===== config.mk =====
export PLATFORM = sky130hd
export DESIGN_NAME = mmv_ram_addr_bus_tester
export DESIGN_NICKNAME = d
export VERILOG_FILES = /design/src/rtl/mmv_ram_addr_bus_tester.sv
export SDC_FILE = /design/constraint.sdc
export NUM_CORES = 1
export LEC_CHECK = 0
export BUFFER_PORTS_ARGS = -buffer_cell sky130_fd_sc_hd__buf_2
export CAP_MARGIN = 20
export CORE_MARGIN = 1.5
export CORE_UTILIZATION = 53
export DETAILED_ROUTE_END_ITERATION = 8
export GPL_TIMING_DRIVEN = 1
export PLACE_DENSITY = 0.9
export SETUP_SLACK_MARGIN = 0.2
export SYNTH_ARGS = -nofsm -noshare
export SYNTH_HDL_FRONTEND = slang
export SYNTH_SLANG_ARGS = --single-unit

===== constraint.sdc =====
create_clock -name clk -period 4.61 [get_ports clk]
set_input_delay 0.6915 -clock clk [delete_from_list [all_inputs] [get_ports clk]]
set_output_delay 0.6915 -clock clk [all_outputs]
set_load 0.005 [all_outputs]

===== src/rtl/mmv_ram_addr_bus_tester.sv =====
// Walking-ones address-bus tester for a RAM behind a memory-mapped master port.
// Optional build macro MMV_RAM_AB_TESTER_STOP_ON_FAULT_EN ends the run on the first mismatch.
module mmv_ram_addr_bus_tester #(
  parameter int AWIDTH = 8,
  parameter int DWIDTH = 8
) (
  input  logic              clk,
  input  logic              reset,
  input  logic              clear,
  input  logic              start,
  output logic              ready,
  output logic              fault,
  output logic              done,
  output logic [AWIDTH-1:0] m_addr,
  output logic              m_wreq,
  output logic [DWIDTH-1:0] m_wdat,
  output logic              m_rreq,
  input  logic [DWIDTH-1:0] m_rdat,
  input  logic              m_rval,
  input  logic              m_busy,
  output logic [1:0]        dbg_state_o,
  output logic [2:0]        dbg_phase_o
);

  // Handshake: m_wreq/m_rreq act as valid, !m_busy as ready. A request and its
  // m_addr/m_wdat stay constant until a cycle with m_busy=0 accepts it; after an
  // accepted read nothing new is issued until m_rval returns the data.

  localparam int IW = $clog2(AWIDTH) + 1;
  localparam logic [IW-1:0] ONE      = IW'(1);
  localparam logic [IW-1:0] LAST_IDX = IW'(AWIDTH - 1);
  localparam logic [IW-1:0] AW_IDX   = IW'(AWIDTH);

  function automatic logic [DWIDTH-1:0] alt_pattern();
    logic [DWIDTH-1:0] p;
    for (int k = 0; k < DWIDTH; k++) p[k] = (((DWIDTH - 1 - k) % 2) == 0);
    return p;
  endfunction

  localparam logic [DWIDTH-1:0] PAT  = alt_pattern();
  localparam logic [DWIDTH-1:0] ANTI = ~PAT;

  function automatic logic [AWIDTH-1:0] one_hot(input logic [IW-1:0] k);
    return {{(AWIDTH-1){1'b0}}, 1'b1} << k;
  endfunction

  typedef enum logic [1:0] {ST_IDLE, ST_REQ, ST_WAIT, ST_DONE} state_t;
  typedef enum logic [2:0] {
    PH_S1, PH_S1Z, PH_S2, PH_S3, PH_S4W, PH_S4R0, PH_S4RI, PH_S4P
  } phase_t;

  state_t state_q, state_d;
  phase_t phase_q, phase_d;
  logic [IW-1:0] i_q, i_d, j_q, j_d, nxt_i;
  logic fault_q;
  logic op_read, seq_last, op_done, mismatch, stop_now;
  logic [AWIDTH-1:0] op_addr;
  logic [DWIDTH-1:0] op_wdat;

  // Current operation decoded from the sequence position.
  always_comb begin
    op_read = 1'b0;
    op_addr = '0;
    op_wdat = PAT;
    case (phase_q)
      PH_S1:   op_addr = one_hot(i_q);
      PH_S1Z:  op_wdat = ANTI;
      PH_S2:   begin op_read = 1'b1; op_addr = one_hot(i_q); end
      PH_S3:   op_wdat = PAT;
      PH_S4W:  begin op_addr = one_hot(j_q); op_wdat = ANTI; end
      PH_S4R0: op_read = 1'b1;
      PH_S4RI: begin op_read = 1'b1; op_addr = one_hot(i_q); end
      PH_S4P:  op_addr = one_hot(j_q);
      default: op_addr = '0;
    endcase
  end

  // Sequence position after the current operation completes.
  always_comb begin
    phase_d  = phase_q;
    i_d      = i_q;
    j_d      = j_q;
    seq_last = 1'b0;
    nxt_i    = i_q + ONE;
    if (nxt_i == j_q) nxt_i = nxt_i + ONE;
    case (phase_q)
      PH_S1:   if (i_q == LAST_IDX) phase_d = PH_S1Z; else i_d = i_q + ONE;
      PH_S1Z:  begin phase_d = PH_S2; i_d = '0; end
      PH_S2:   if (i_q == LAST_IDX) phase_d = PH_S3; else i_d = i_q + ONE;
      PH_S3:   begin phase_d = PH_S4W; j_d = '0; end
      PH_S4W:  phase_d = PH_S4R0;
      PH_S4R0: begin phase_d = PH_S4RI; i_d = (j_q == '0) ? ONE : '0; end
      PH_S4RI: if (nxt_i >= AW_IDX) phase_d = PH_S4P; else i_d = nxt_i;
      PH_S4P: begin
        if (j_q == LAST_IDX) seq_last = 1'b1;
        else begin
          j_d     = j_q + ONE;
          phase_d = PH_S4W;
        end
      end
      default: phase_d = PH_S1;
    endcase
  end

  assign op_done  = ((state_q == ST_REQ) && !m_busy && !op_read) ||
                    ((state_q == ST_WAIT) && m_rval);
  assign mismatch = (state_q == ST_WAIT) && m_rval && (m_rdat != PAT);

`ifdef MMV_RAM_AB_TESTER_STOP_ON_FAULT_EN
  assign stop_now = mismatch;
`else
  assign stop_now = 1'b0;
`endif

  always_ff @(posedge clk or negedge reset) begin
    if (!reset) state_q <= ST_IDLE;
    else        state_q <= state_d;
  end

  always_comb begin
    state_d = state_q;
    if (clear) state_d = ST_IDLE;
    else begin
      case (state_q)
        ST_IDLE: if (start) state_d = ST_REQ;
        ST_REQ: begin
          if (!m_busy) begin
            if (op_read)       state_d = ST_WAIT;
            else if (seq_last) state_d = ST_DONE;
            else               state_d = ST_REQ;
          end
        end
        ST_WAIT: if (m_rval) state_d = (seq_last || stop_now) ? ST_DONE : ST_REQ;
        ST_DONE: state_d = ST_IDLE;
        default: state_d = ST_IDLE;
      endcase
    end
  end

  // Idle keeps the sequence parked at its first write so a start begins cleanly.
  always_ff @(posedge clk or negedge reset) begin
    if (!reset) begin
      phase_q <= PH_S1;
      i_q     <= '0;
      j_q     <= '0;
      fault_q <= 1'b0;
    end else begin
      fault_q <= mismatch && !clear;
      if (state_q == ST_IDLE) begin
        phase_q <= PH_S1;
        i_q     <= '0;
        j_q     <= '0;
      end else if (op_done) begin
        phase_q <= phase_d;
        i_q     <= i_d;
        j_q     <= j_d;
      end
    end
  end

  always_comb begin
    ready  = (state_q == ST_IDLE);
    done   = (state_q == ST_DONE);
    fault  = fault_q;
    m_wreq = 1'b0;
    m_rreq = 1'b0;
    m_addr = '0;
    m_wdat = '0;
    if (state_q == ST_REQ) begin
      m_wreq = !op_read;
      m_rreq = op_read;
      m_addr = op_addr;
      m_wdat = op_read ? '0 : op_wdat;
    end
  end

  assign dbg_state_o = state_q;
  assign dbg_phase_o = phase_q;

endmodule


# [Yosys cells after proc, flatten, opt, wreduce, memory -nomap -nowiden]
# Index checks and enable logic that the tools add are counted.
[classes] addsub=3 magnitude_cmp=1 n_eq_ne=23 shifts=2 muxes=35 n_reduce_logical=24
[ops] op="2-to-1 mux 4 bit" count=8
[ops] op="2-to-1 mux 8 bit" count=4
[ops] op="!= test 3 bit (second input constant)" count=9
[ops] op="case mux 3 bit (8 select lines)" count=1
[ops] op="2-to-1 mux 3 bit" count=6
[ops] op="case mux 4 bit (4 select lines)" count=1
[ops] op="case mux 8 bit (2 select lines)" count=1
[ops] op="left shift 1 x 4 -> 8 bit (first input constant)" count=2
[ops] op="adder 4 x 1 -> 4 bit (second input constant)" count=3
[ops] op="== test 3 bit (second input constant)" count=4
[ops] op="2-to-1 mux 2 bit" count=6
[ops] op="== test 4 x 3 -> 1 bit (second input constant)" count=2
[ops] op="!= test 8 bit (second input constant)" count=1
[ops] op="case mux 2 bit (4 select lines)" count=1
[ops] op="case mux 4 bit (2 select lines)" count=1
[ops] op="== test 3 x 2 -> 1 bit (second input constant)" count=2
[ops] op="2-to-1 mux 1 bit" count=6
[ops] op="AND reduction 3 bit" count=2
[ops] op="OR reduction 2 bit" count=3
[ops] op="OR reduction 3 bit" count=2
[ops] op="logical AND 1 bit" count=5
[ops] op="AND reduction 5 bit" count=1
[ops] op="nonzero test 5 bit" count=1
[ops] op="== test 2 bit (second input constant)" count=2
[ops] op="12 further kinds" count=14
[totals] regBits=14 output_inout_bits=26 elab_cells=93

# [Depth between registers and ports, before layout]
[logic_depth] word_depth=8 ltp_mapped=8 depth_no_buf=7

# [Least setup slack after synthesis]
# OpenSTA, ideal clock, no wires.
[synth_path] kind="reg-to-output" startpoint="register phase_q[1] (netlist: dbg_phase_o[1])" endpoint="output m_addr[7]" arrival_time_ns=1.754 slack_ns=2.165 stages_incl_launch_ff=8 cell_sequence="dfrtp_1 -> buf_2 -> and2_1 -> buf_2 -> o21ai_2 -> mux2i_1 -> or3_1 -> nor3_1"
[synth_via] elab_chain_cells=4 word_cells_on_any_way=9 cone_classes="4 x eq/ne; 2 x mux; 3 x reduce/logical"
[synth_rtl] item="from (decl)" line_no="53" rtl="phase_t phase_q, phase_d;"
[synth_rtl] item="from (signal assigned)" line_no="154" rtl="phase_q <= phase_d;"
[synth_rtl] item="== test 3 bit (tied with other cells)" line_no="65" rtl="case (phase_q)"
[synth_rtl] item="OR reduction 3 bit (no line) or OR reduction 2 bit (tied branches)"
[synth_rtl] item="case mux 8 bit (2 select lines) *" line_no="65"
[synth_rtl] item="2-to-1 mux 8 bit *" line_no="169" rtl="if (state_q == ST_REQ) begin"
[synth_rtl] item="to (decl)" line_no="14" rtl="output logic [AWIDTH-1:0] m_addr,"
# Every way passes the cells marked *; elsewhere a longest branch is shown, timed or not.

# [Worst setup path after layout]
[layout_path] startpoint="register phase_q[0] (netlist: dbg_phase_o[0])" endpoint="output m_addr[7]"
# Same word-level chain as after synthesis.

==> impl_results.md <==
* Period utilization at 0.670
* Synth Area in Adders at 0.0342
* Vias in the first global route at 1245
* CTS sink count at 14
* Placed Area at 0.00160 sq mm
* Syn Nets at 201
* PostCTS Resize Cnt at 0
* Final hold violations at 0
* Via/cell ratio at 6.13
* Cts hold-fix bufs at 0
* First-pass GRT wire length at 5850 um
* Mux share of post-synthesis cell area at 0.0274
* Tmin final at 3090 ps
* Max-slew violations at 0
* Leakage dissipation at 0.791 nW
* Die H at 55.5 um
* Reg clk slew, reported paths at 80 ps
* Core area at 0.00254 sq mm
* Clk root buf: clkbuf_4
* Hpwl dp at 2680 um
* I/O Buffers at 39
* Synth async-reset ratio at 1.00
* DRT antenna net count at 0
* Synth unique cells at 58
* Core Util, Final at 0.639
* Detailed-route via count at 1472
* I/O Pins at 40
* Final Routed Wirelength at 3490 um
* Post-route DRC at 0
* Post-Syn Area at 0.00146 sq mm
* Max_slew headroom at 0.660
* Worst EP required at 3920 ps
* Compound-cell area share of the yosys netlist at 0.232
* Main combinational cell family by area after synthesis: simple AND/OR/NAND/NOR gates
* CP max stage cell: dfrtp_1
* Post-route setup TNS at 0 ps
* CP Launch Point: dbg_phase_o[0]
* Die area at 0.00308 sq mm
* MaxCap Viol Count at 0
* Buffers & Inverters on Critical Path at 1
* CTS tree: done
* Ys flop type: dfrtp_1
* Synth Register Bits at 14
* Seq/Total Area, Yosys at 0.240
* RePlAce Congestion at 0.863
* Reg2reg start: i_q[0]
* Crit path kind: reg -> out
* Die Width at 55.5 um
* Row count at 18
* Starting DRC count in detailed routing at 61
* Pwr dens at 148 mW/mm^2
* First-pass DRT Iterations at 4
* Top Family by Delay on Critical Path: simple AND/OR/NAND/NOR gates
* Synth Warn # at 0
* Syn Area/Cell at 7.99 sq um
* Initial core utilization at 0.574
* Post-CTS Setup Inserts at 0
* Maximum vdd drop at 0.144 mV
* Max Fclk at 0.324 GHz
* Share of layout cells above drive strength 1 at 0.248
* Data arrival time of the critical path at 2400 ps
* Num CTS Buffers at 3
* Synth Instances at 183
* Ranking of synthesized cells by area: dfrtp_1 24%, nor2_1 6.4%, nand2_1 4.1%
* RSZ-0062 raised after global routing: no
* Skew final at 6.58 ps
* Maximum fanout along the worst path at 17
* Outcome: finished, final reports clean
* Initial antenna violation count at 0
* GRT overflow at 0
* Number of nets in the layout at 230
* Max incr delay on CP at 650 ps
* Yosys top cell by area: dfrtp_1
* Largest net degree at the start of global routing at 18
* CTS HTree Levels at 1
* Layout Area Growth over Synthesis at 11.2%
* XOR/XNOR Fraction of Synth Area at 0.0625
* Hold Path Class: in -> async
* Cell area after layout at 0.00163 sq mm
* Final setup fails at 0
* Post-synth EDFFs at 0
* Total global-route track usage at 0.235
* Critical Path Start Type: flop
* Tightest Pin Transition at 503 ps
* ANT cells at 0
* Crit end category: primary output
* Clk_lat worst skew at 290 ps
* CP cell instances: and2_1 > o21ai_2 > o32a_1 > or3_1 > nor3_1 > buf_2
* Yosys top cell area share at 0.240
* Simple-gate portion of the synthesized area at 0.321
* DR WL/cell at 14.5 um
* Clock Tree Buf Depth at 2
[through the flow]
stage	total power [W]	worst slack (ps)	hold WS [ps]	cells
2_1_floorplan	0.000158	2160	396	183
3_3_place_gp	0.000173	1930	578	237
3_5_place_dp	0.000175	1850	583	237
4_1_cts	0.000243	1530	299	240
5_1_grt	0.000259	1280	293	240
6_report	0.000241	1520	290	240
[synth_stat cells, types with 2 or more instances]
library cell	number
a32o_1	3
nor3_1	3
nand2_1	16
o21a_1	2
nand2b_1	5
and3b_1	2
nor2_1	25
a21oi_1	7
nand3b_1	4
xor2_1	2
nand4_1	3
a31oi_1	3
or3_1	2
o21ai_1	4
ha_1	4
nand3_1	5
and2_1	5
clkbuf_1	4
xnor2_1	3
nor2b_1	6
o211ai_1	2
mux2i_1	4
buf_4	6
a221o_1	2
nor4bb_1	2
buf_2	4
nor3b_1	2
inv_1	8
and3_1	3
dfrtp_1	14
[final timing paths]
| kind | cells after the start | slack, ps | to |
|---|---|---|---|
| worst max register to register | 7 | 2040 | i_q[2] |
| worst min-delay path | 1 | 290 | j_q[3] |
| worst min register to register | 1 | 590 | j_q[0] |
| worst max-delay path | 6 | 1520 | m_addr[7] |
| max in group asynchronous | 1 | 4070 | dbg_phase_o[0] |
| min in group clk | 2 | 580 | dbg_state_o[0] |
[sequential cells by signal, summed over array words and instances (netlist names)]
register	flops
i_q	4
fault	1
j_q	4
dbg_phase_o	3
dbg_state_o	2
[layer usage]
| metal | vias up | part of all wire | global-route usage |
|---|---|---|---|
| met5 | - | 0 | 0 |
| met4 | 0 | 0.021 | 0.0523 |
| met3 | 14 | 0.071 | 0.0609 |
| met2 | 75 | 0.48 | 0.383 |
| met1 | 669 | 0.43 | 0.314 |
| li1 | 714 | - | - |
[cell type report]
| cell class | instances | area (sq um) |
|---|---|---|
| clock buffers | 3 | 22.5 |
| fillers | 237 | 920 |
| inverters | 8 | 30.0 |
| multi-input cells | 146 | 990 |
| flip-flops and latches | 14 | 350 |
| well taps | 30 | 37.5 |
| repair buffers | 39 | 195 |
[logic make-up (layout without fill, tap and decap cells)]
| group | count (synthesis) | count (layout) |
|---|---|---|
| muxes | 4 | 4 |
| xor gates and xnor gates | 7 | 7 |
| adders and majority gates | 4 | 4 |
| buffers and inverters | 23 | 50 |
| DFF | 14 | 14 |
| and+or+nand+nor | 88 | 88 |
| AOI/OAI and AO/OA | 43 | 43 |
[cells in the final DEF, fill, tap and decap left out, drive strengths merged, types with 3 or more instances in the layout]
cell type and count:
nor2b 6, and2 5, nor3 4, clkbuf 3, nand2 17, nand3b 4
nand2b 5, nand3 5, a31oi 3, xnor2 3, and3 3, ha 4
mux2i 4, nand4 3, buf 39, a32o 3, dfrtp 14, o21ai 5
a21oi 8, nor2 25, inv 8
[where the power goes]
group          switching [W]  leakage [nW]  internal [W]
sequential        0.00000378         0.193      0.000124
combinational      0.0000256         0.584     0.0000188
clock              0.0000381        0.0138     0.0000304
total              0.0000675         0.791      0.000173
Note: power is estimated with default switching activity, not from simulation.
